[src/rtl/dataflow_proc_stall_filter.sv]
// Per-process stall qualifier: debounces raw per-channel blocked indications and
// counts start/done transactions for the deadlock-detection fabric.
module dataflow_proc_stall_filter #(
    parameter int unsigned NUM_CHAN     = 2,
    parameter int unsigned STALL_THRESH = 16,
    parameter int unsigned CNT_W        = 16
) (
    input  logic                clock,
    input  logic                reset,
    input  logic                start_write,
    input  logic                ap_done,
    input  logic                ap_continue,
    input  logic [NUM_CHAN-1:0] chan_blk,
    input  logic                hold,
    output logic [NUM_CHAN-1:0] proc_dep_vld_vec,
    output logic [CNT_W-1:0]    trans_in_cnt,
    output logic [CNT_W-1:0]    trans_out_cnt,
    output logic                in_flight,
    output logic [1:0]          state_o
);

    localparam int unsigned SCNT_W = $clog2(STALL_THRESH + 1);
    localparam logic [SCNT_W-1:0] THRESH = SCNT_W'(STALL_THRESH);

    typedef enum logic [1:0] {
        StIdle   = 2'd0,
        StActive = 2'd1,
        StStall  = 2'd2,
        StFrozen = 2'd3
    } state_e;

    state_e              state_q, state_d;
    logic [CNT_W-1:0]    tin_q, tin_d, tout_q, tout_d;
    logic                inflight_q, inflight_d;
    logic [SCNT_W-1:0]   scnt_q [NUM_CHAN];
    logic [SCNT_W-1:0]   scnt_d [NUM_CHAN];
    logic [NUM_CHAN-1:0] qual_d, vld_q, vld_d;

    always_comb begin
        tin_d      = tin_q + CNT_W'(start_write);
        tout_d     = tout_q + CNT_W'(ap_done & ap_continue);
        inflight_d = (tin_d != tout_d);
    end

    // Stall counters saturate at the threshold so a long block never wraps back to unqualified.
    always_comb begin
        for (int i = 0; i < NUM_CHAN; i++) begin
            scnt_d[i] = scnt_q[i];
            if (!hold) begin
                if (chan_blk[i]) begin
                    if (scnt_q[i] != THRESH) begin
                        scnt_d[i] = scnt_q[i] + SCNT_W'(1);
                    end
                end else begin
                    scnt_d[i] = '0;
                end
            end
            qual_d[i] = (scnt_d[i] == THRESH) & ~hold;
        end
        vld_d = hold ? vld_q : qual_d;
    end

    always_comb begin
        state_d = state_q;
        if (hold) begin
            state_d = StFrozen;
        end else begin
            unique case (state_q)
                StIdle: begin
                    // A simultaneous start and completion leaves the process idle.
                    if (start_write && inflight_d) state_d = StActive;
                end
                StActive: begin
                    if (|qual_d)                         state_d = StStall;
                    else if (!inflight_d && !start_write) state_d = StIdle;
                end
                StStall: begin
                    if (!(|qual_d)) state_d = inflight_d ? StActive : StIdle;
                end
                StFrozen: begin
                    if (|qual_d)         state_d = StStall;
                    else if (inflight_d) state_d = StActive;
                    else                 state_d = StIdle;
                end
                default: state_d = StIdle;
            endcase
        end
    end

    always_ff @(posedge clock) begin
        if (reset) begin
            state_q    <= StIdle;
            tin_q      <= '0;
            tout_q     <= '0;
            inflight_q <= 1'b0;
            vld_q      <= '0;
            for (int i = 0; i < NUM_CHAN; i++) begin
                scnt_q[i] <= '0;
            end
        end else begin
            state_q    <= state_d;
            tin_q      <= tin_d;
            tout_q     <= tout_d;
            inflight_q <= inflight_d;
            vld_q      <= vld_d;
            for (int i = 0; i < NUM_CHAN; i++) begin
                scnt_q[i] <= scnt_d[i];
            end
        end
    end

    assign proc_dep_vld_vec = vld_q;
    assign trans_in_cnt     = tin_q;
    assign trans_out_cnt    = tout_q;
    assign in_flight        = inflight_q;
    assign state_o          = state_q;

endmodule

[config.mk]
export PLATFORM = sky130hd
export DESIGN_NAME = dataflow_proc_stall_filter
export DESIGN_NICKNAME = d
export VERILOG_FILES = /design/src/rtl/dataflow_proc_stall_filter.sv
export SDC_FILE = /design/constraint.sdc
export NUM_CORES = 1
export LEC_CHECK = 0
export CAP_MARGIN = 20
export CORE_ASPECT_RATIO = 0.9
export CORE_MARGIN = 1.5
export CORE_UTILIZATION = 52
export CTS_CLUSTER_SIZE = 10
export DETAILED_ROUTE_END_ITERATION = 16
export PLACE_DENSITY = 0.79
export SLEW_MARGIN = 20
export SYNTH_ARGS = -nofsm -noshare
export SYNTH_HDL_FRONTEND = slang
export SYNTH_SLANG_ARGS = --single-unit
[constraint.sdc]
create_clock -name clock -period 2.5 [get_ports clock]
set_input_delay 0.5 -clock clock [delete_from_list [all_inputs] [get_ports clock]]
set_output_delay 0.5 -clock clock [all_outputs]
set_load 0.1 [all_outputs]
-- Word-level counts from Yosys, hierarchy flattened
Memory sizes are Yosys's and may differ from the RTL's.
Cells that the tools add are included.
- equality and inequality tests: 11
- reductions and logical operators: 7
- add/sub/neg operators: 4
- bitwise gates (word level): 6
- multiplexer cells: 19
- operator list (operator ; number):
    5-bit two-way mux ; 8
    16-bit by 1-bit adder with 16-bit output ; 2
    16-bit != test ; 1
    2-bit two-way mux ; 6
    5-bit by 1-bit adder with 5-bit output, second input constant ; 2
    5-bit == test, second input constant ; 2
    5-bit != test, second input constant ; 2
    2-bit one-hot mux with 4 select lines ; 1
    3-bit != test, second input constant ; 2
    2-bit == test, second input constant ; 2
    1-bit two-way mux ; 4
    4-bit != test, second input constant ; 1
    1-bit AND ; 3
    3-bit AND reduction ; 1
    2-bit by 1-bit == test with 1-bit output, second input constant ; 1
    1-bit logical AND ; 2
    1-bit logical NOT ; 2
    2-bit logical NOT ; 1
    1-bit OR ; 2
    2-bit OR reduction ; 1
    1-bit NOT ; 1
- logic and storage cells: 53
- memory bits (writable): 10
- output and inout port bits: 37
- input bits: 8
- bits in registers: 37
- memories kept: 1
- memory list (name ; depth ; bits a word ; rd ports ; clocked after Yosys merged registers in ; wr ports ; line ; RTL):
    scnt_q ; 2 ; 5 ; 2 ; 0 ; 2 ; 35 ; logic [SCNT_W-1:0] scnt_q [NUM_CHAN];

-- Logic depth before layout (Yosys ltp)
- depth after elaboration: 10
- depth in mapped cells: 10
- mapped depth without buffers: 10

-- Worst setup path after synthesis
Ideal clock, no wire load.
- path kind: reg2reg
- start point: register tout_q[0], in the netlist trans_out_cnt[0]
- end point: register state_q[0], in the netlist state_o[0]
- cell stages (with the launch flop): 10
- slack: -0.269 ns
- period minus slack after synthesis: 2.769 ns
- data required time: 2.368 ns
- setup time: 0.132 ns
- arrival time: 2.636 ns
- buffers on the path: 0
- cells stage by stage: dfxtp_1 > ha_1 > ha_1 > nand2_1 > nor4_1 > xnor2_1 > xnor2_1 > nand4_1 > o31ai_1 > a21oi_1
- cells in the longest elaborated chain, start to end: 6
- elaborated cells on any way between the ends: 13
- classes of those cells: add/sub (1); eq/ne (3); mux (5); reduce/logical (4)
- ends and longest elaborated chain (item ; line ; RTL):
    start: declaration ; 33 ; logic [CNT_W-1:0] tin_q, tin_d, tout_q, tout_d;
    start signal: assignment ; 103 ; tout_q <= tout_d;
    16-bit by 1-bit adder with 16-bit output * ; 41 ; tout_d = tout_q + CNT_W'(ap_done & ap_continue);
    16-bit != test * ; 42 ; inflight_d = (tin_d != tout_d);
    1-bit two-way mux or 1-bit logical NOT (tied branches) ; 78, 82, 75 ;
    2-bit two-way mux (tied with other cells) ; 81 ; if (|qual_d) state_d = StStall;
    2-bit one-hot mux with 4 select lines or 4-bit != test (tied branches) ; n/a ;
    2-bit two-way mux or 3-bit AND reduction (tied branches) ; n/a ;
    end signal: assignment ; 92 ; state_q <= StIdle;
    end signal: assignment ; 101 ; state_q <= state_d;
    end: declaration ; 32 ; state_e state_q, state_d;
Every way passes the cells marked *; elsewhere a longest branch is shown, timed or not. The select of a mux whose other input is x is not followed.
A chain may end at the register's enable or synchronous reset.

-- Worst setup path after layout
- start point: input ap_continue
- end point: register state_q[0], in the netlist state_o[0]
- cells in the longest elaborated chain, start to end: 7
- elaborated cells on any way between the ends: 14
- classes of those cells: add/sub (1); eq/ne (3); mux (5); bitwise (1); reduce/logical (4)
- ends and longest elaborated chain (item ; line ; RTL):
    start: declaration ; 12 ; input logic ap_continue,
    1-bit AND * ; 41 ;
    16-bit by 1-bit adder with 16-bit output * ; 41 ;
    16-bit != test * ; 42 ;
    1-bit two-way mux or 1-bit logical NOT (tied branches) ; 78, 82, 75 ;
    2-bit two-way mux (tied with other cells) ; 81 ;
    2-bit one-hot mux with 4 select lines or 4-bit != test (tied branches) ; n/a ;
    2-bit two-way mux or 3-bit AND reduction (tied branches) ; n/a ;
Marks and branches as above.

==> results.md <==
- Outcome: finished, violations left
- Failing checks: negative setup slack
- CTS root buf: clkbuf_8
- Maximum vdd ir drop: ~0.43 mV
- Fmax achieved: between 300 and 400 MHz
- Placed cell count: between 300 and 400
- Design area: around 3500 um2
- GRT Residual Overflow: 0
- Netlist cell types: 38
- Bufs on Longest Clock Path: 2
- # rows: 23
- DP HPWL: 4040 um
- Worst Path Required: around 2.7 ns
- WL per Instance: roughly 16 um
- Crit. Startpoint: ap_continue
- Commonest cells after routing, fill and taps aside: 58 x buf_4, 50 x nor2_1, 34 x dfxtp_1
- Slew headroom: 0.629
- H-Tree Depth: 2
- Die width: about 75 um
- Clk pin slew, worst setup/hold paths: 0.09 ns
- Hold Vio Cnt, Final: 0
- Post-Synthesis Cells: 280
- Fin cells: between 400 and 500
- Layout cells sized above 1: 0.378
- Sequential-to-total area share from yosys stat: 0.387
- Final Setup Violations: 1
- Die Height: slightly below 70 um
- Share of flip-flops with an asynchronous set or reset: 0
- Crit path kind: input port to register
- Later-pin clock latency in the skew report: ~0.30 ns
- R2R cell count: 7
- Hold path startpoint: proc_dep_vld_vec[1]$_SDFFE_PP0N_
- TritonRoute pass-1 iters: 4
- Number of placed I/O pins: between 40 and 50
- RR Startpoint: trans_in_cnt[9]$_SDFF_PP0_
- Initial antenna violation count: 0
- Drt drc: 0
- Post-synth net total: between 200 and 300
- Vias in the first global route: around 1,900
- Startpoint types: input port
- Ant. Diodes: 0
- Tcrit/Tclk final: 1.02
- Slew of the pin with the lowest slew margin: roughly 0.55 ns
- CP Capture Type: register
- Largest net degree at the start of global routing: 36
- Final setup margin: -0.0568 ns
- Vias per cell: 5.48
- Most common cell after layout, fill and taps aside: buf_4
- Synthesized area per cell: between 8 and 9 um2
- Cell area power density: roughly 460 nW/um2
- CTS Hold Bufs: 0
- HP Class: register to register
- Clk_skew: between 0.007 and 0.008 ns
- Synth Warn #: 0
- # clock sinks: 47
- Critical path arrival: 2.74 ns
- Max-slew violation count: 0
- Via count: approximately 2,200
- 1st-iter DRT viols: 85
- Hold Path Depth: 2
- Core area: ~4500 um2
- Layout area overhead: 44.9%
- LEAKAGE: between 1 and 1.5 nW
- Layout Nets: approximately 360
- Die area: ~5100 um2
- CTS tree: done
- Clock buffer count from CTS: 5
- PortBufs: 44
- Maxcap violations: 0
- Commonest register cell after synthesis: dfxtp_1
- Mapped cell area: approximately 2400 um2
- Number of synthesized flops with an enable pin: 0
- Synth Register Bits: 47
- Placement Cell Area: 3020 um2
- Gr usage total: 0.231
- Initial Util: 0.542
- Total routed wirelength: about 6700 um
- Post-route ant nets: 0
- GP Congestion: between 0.8 and 0.9
- Tmin final: about 2.6 ns
- Crit-path max FO: 6
- Total power draw: around 1.6 mW
- Finished Core Util: 0.786
- First-pass GRT wire length: a little under 9000 um
## layout make-up
cell class | count | area [um2]
clock inverters | 2 | 35.0
inverters | 10 | 37.5
fillers | 302 | 962
flip-flops and latches | 47 | 957
well taps | 62 | 77.6
repair buffers | 67 | 537
clock buffers | 6 | 82.6
multi-input cells | 215 | 1800
## through the flow
stage	setup TNS (ns)	setup slack, ns	hold WS (ns)
6_report	-0.0568	-0.0568	0.469
3_3_place_gp	-0.588	-0.317	0.449
4_1_cts	0	0.00685	0.468
5_1_grt	-0.217	-0.139	0.514
3_5_place_dp	-0.699	-0.383	0.456
2_1_floorplan	0	0.00329	0.475
## report_power, final
group | leakage, nW | switching [mW] | total, mW | internal [mW]
clock | 0.0612 | 0.258 | 0.582 | 0.324
sequential | 0.387 | 0.0177 | 0.784 | 0.766
combinational | 1.05 | 0.168 | 0.253 | 0.0853
## cells by family (layout without fill, tap and decap cells)
family / after synthesis / after routing / share of synthesized area
buffers and inverters: 18 / 85 / 0.0278
flip-flops: 47 / 47 / 0.387
XOR/XNOR: 49 / 49 / 0.176
AO/OA/AOI/OAI: 25 / 25 / 0.0653
AND/OR/NAND/NOR: 130 / 130 / 0.288
multiplexers: 1 / 1 / 0.00463
adder cells (fa/ha/maj): 10 / 10 / 0.0514
## synth_stat cells (all sizes together) (2+ instances only)
| cell | count | area (um2) |
|---|---|---|
| nand2 | 17 | 63.8 |
| a31o | 3 | 26.3 |
| nor3b | 2 | 15.0 |
| xor2 | 8 | 70.1 |
| clkbuf | 6 | 22.5 |
| nor2b | 6 | 37.5 |
| dfxtp | 47 | 941 |
| nor4 | 13 | 113 |
| nand4 | 10 | 92.6 |
| nor2 | 52 | 195 |
| buf | 2 | 7.51 |
| o21ai | 3 | 15.0 |
| ha | 10 | 125 |
| nor3 | 9 | 45.0 |
| a21oi | 11 | 58.8 |
| xnor2 | 41 | 359 |
| inv | 10 | 37.5 |
| a31oi | 2 | 12.5 |
| nand3 | 16 | 103 |
## repair_timing
action	CTS	global route
pin swaps	2	16
setup buffers	0	2
setup endpoints to repair	2	2
gates resized for setup	9	50
## worst paths after layout
| check | to | slack (ns) |
|---|---|---|
| max | state_o[0]$_SDFFE_PP0P_ | -0.06 |
| min | proc_dep_vld_vec[1]$_SDFFE_PP0N_ | 0.47 |
| max reg2reg | state_o[0]$_SDFFE_PP0P_ | 0.32 |
| min reg2reg | proc_dep_vld_vec[1]$_SDFFE_PP0N_ | 0.47 |
## sequential cells by signal, indices dropped and copies added, names as in the netlist
signal	count
in_flight	1
proc_dep_vld_vec	2
scnt_q	10
state_o	2
trans_in_cnt	16
trans_out_cnt	16
## metal layers
metal	global-route usage	wire length, um
met4	0.0727	129
met5	0	0
met1	0.291	2840
met3	0.0427	286
met2	0.399	3450
## critical path, stage by stage
cell	delay, ns
clkdlybuf4s50_1	0.49
and2_4	0.17
ha_2	0.19
nand3_4	0.19
buf_6	0.19
nor2_1	0.14
xnor2_1	0.19
xnor2_1	0.18
nand4_1	0.16
o31ai_1	0.24
a21oi_1	0.09
No activity file was read; power rests on OpenSTA's default activity.
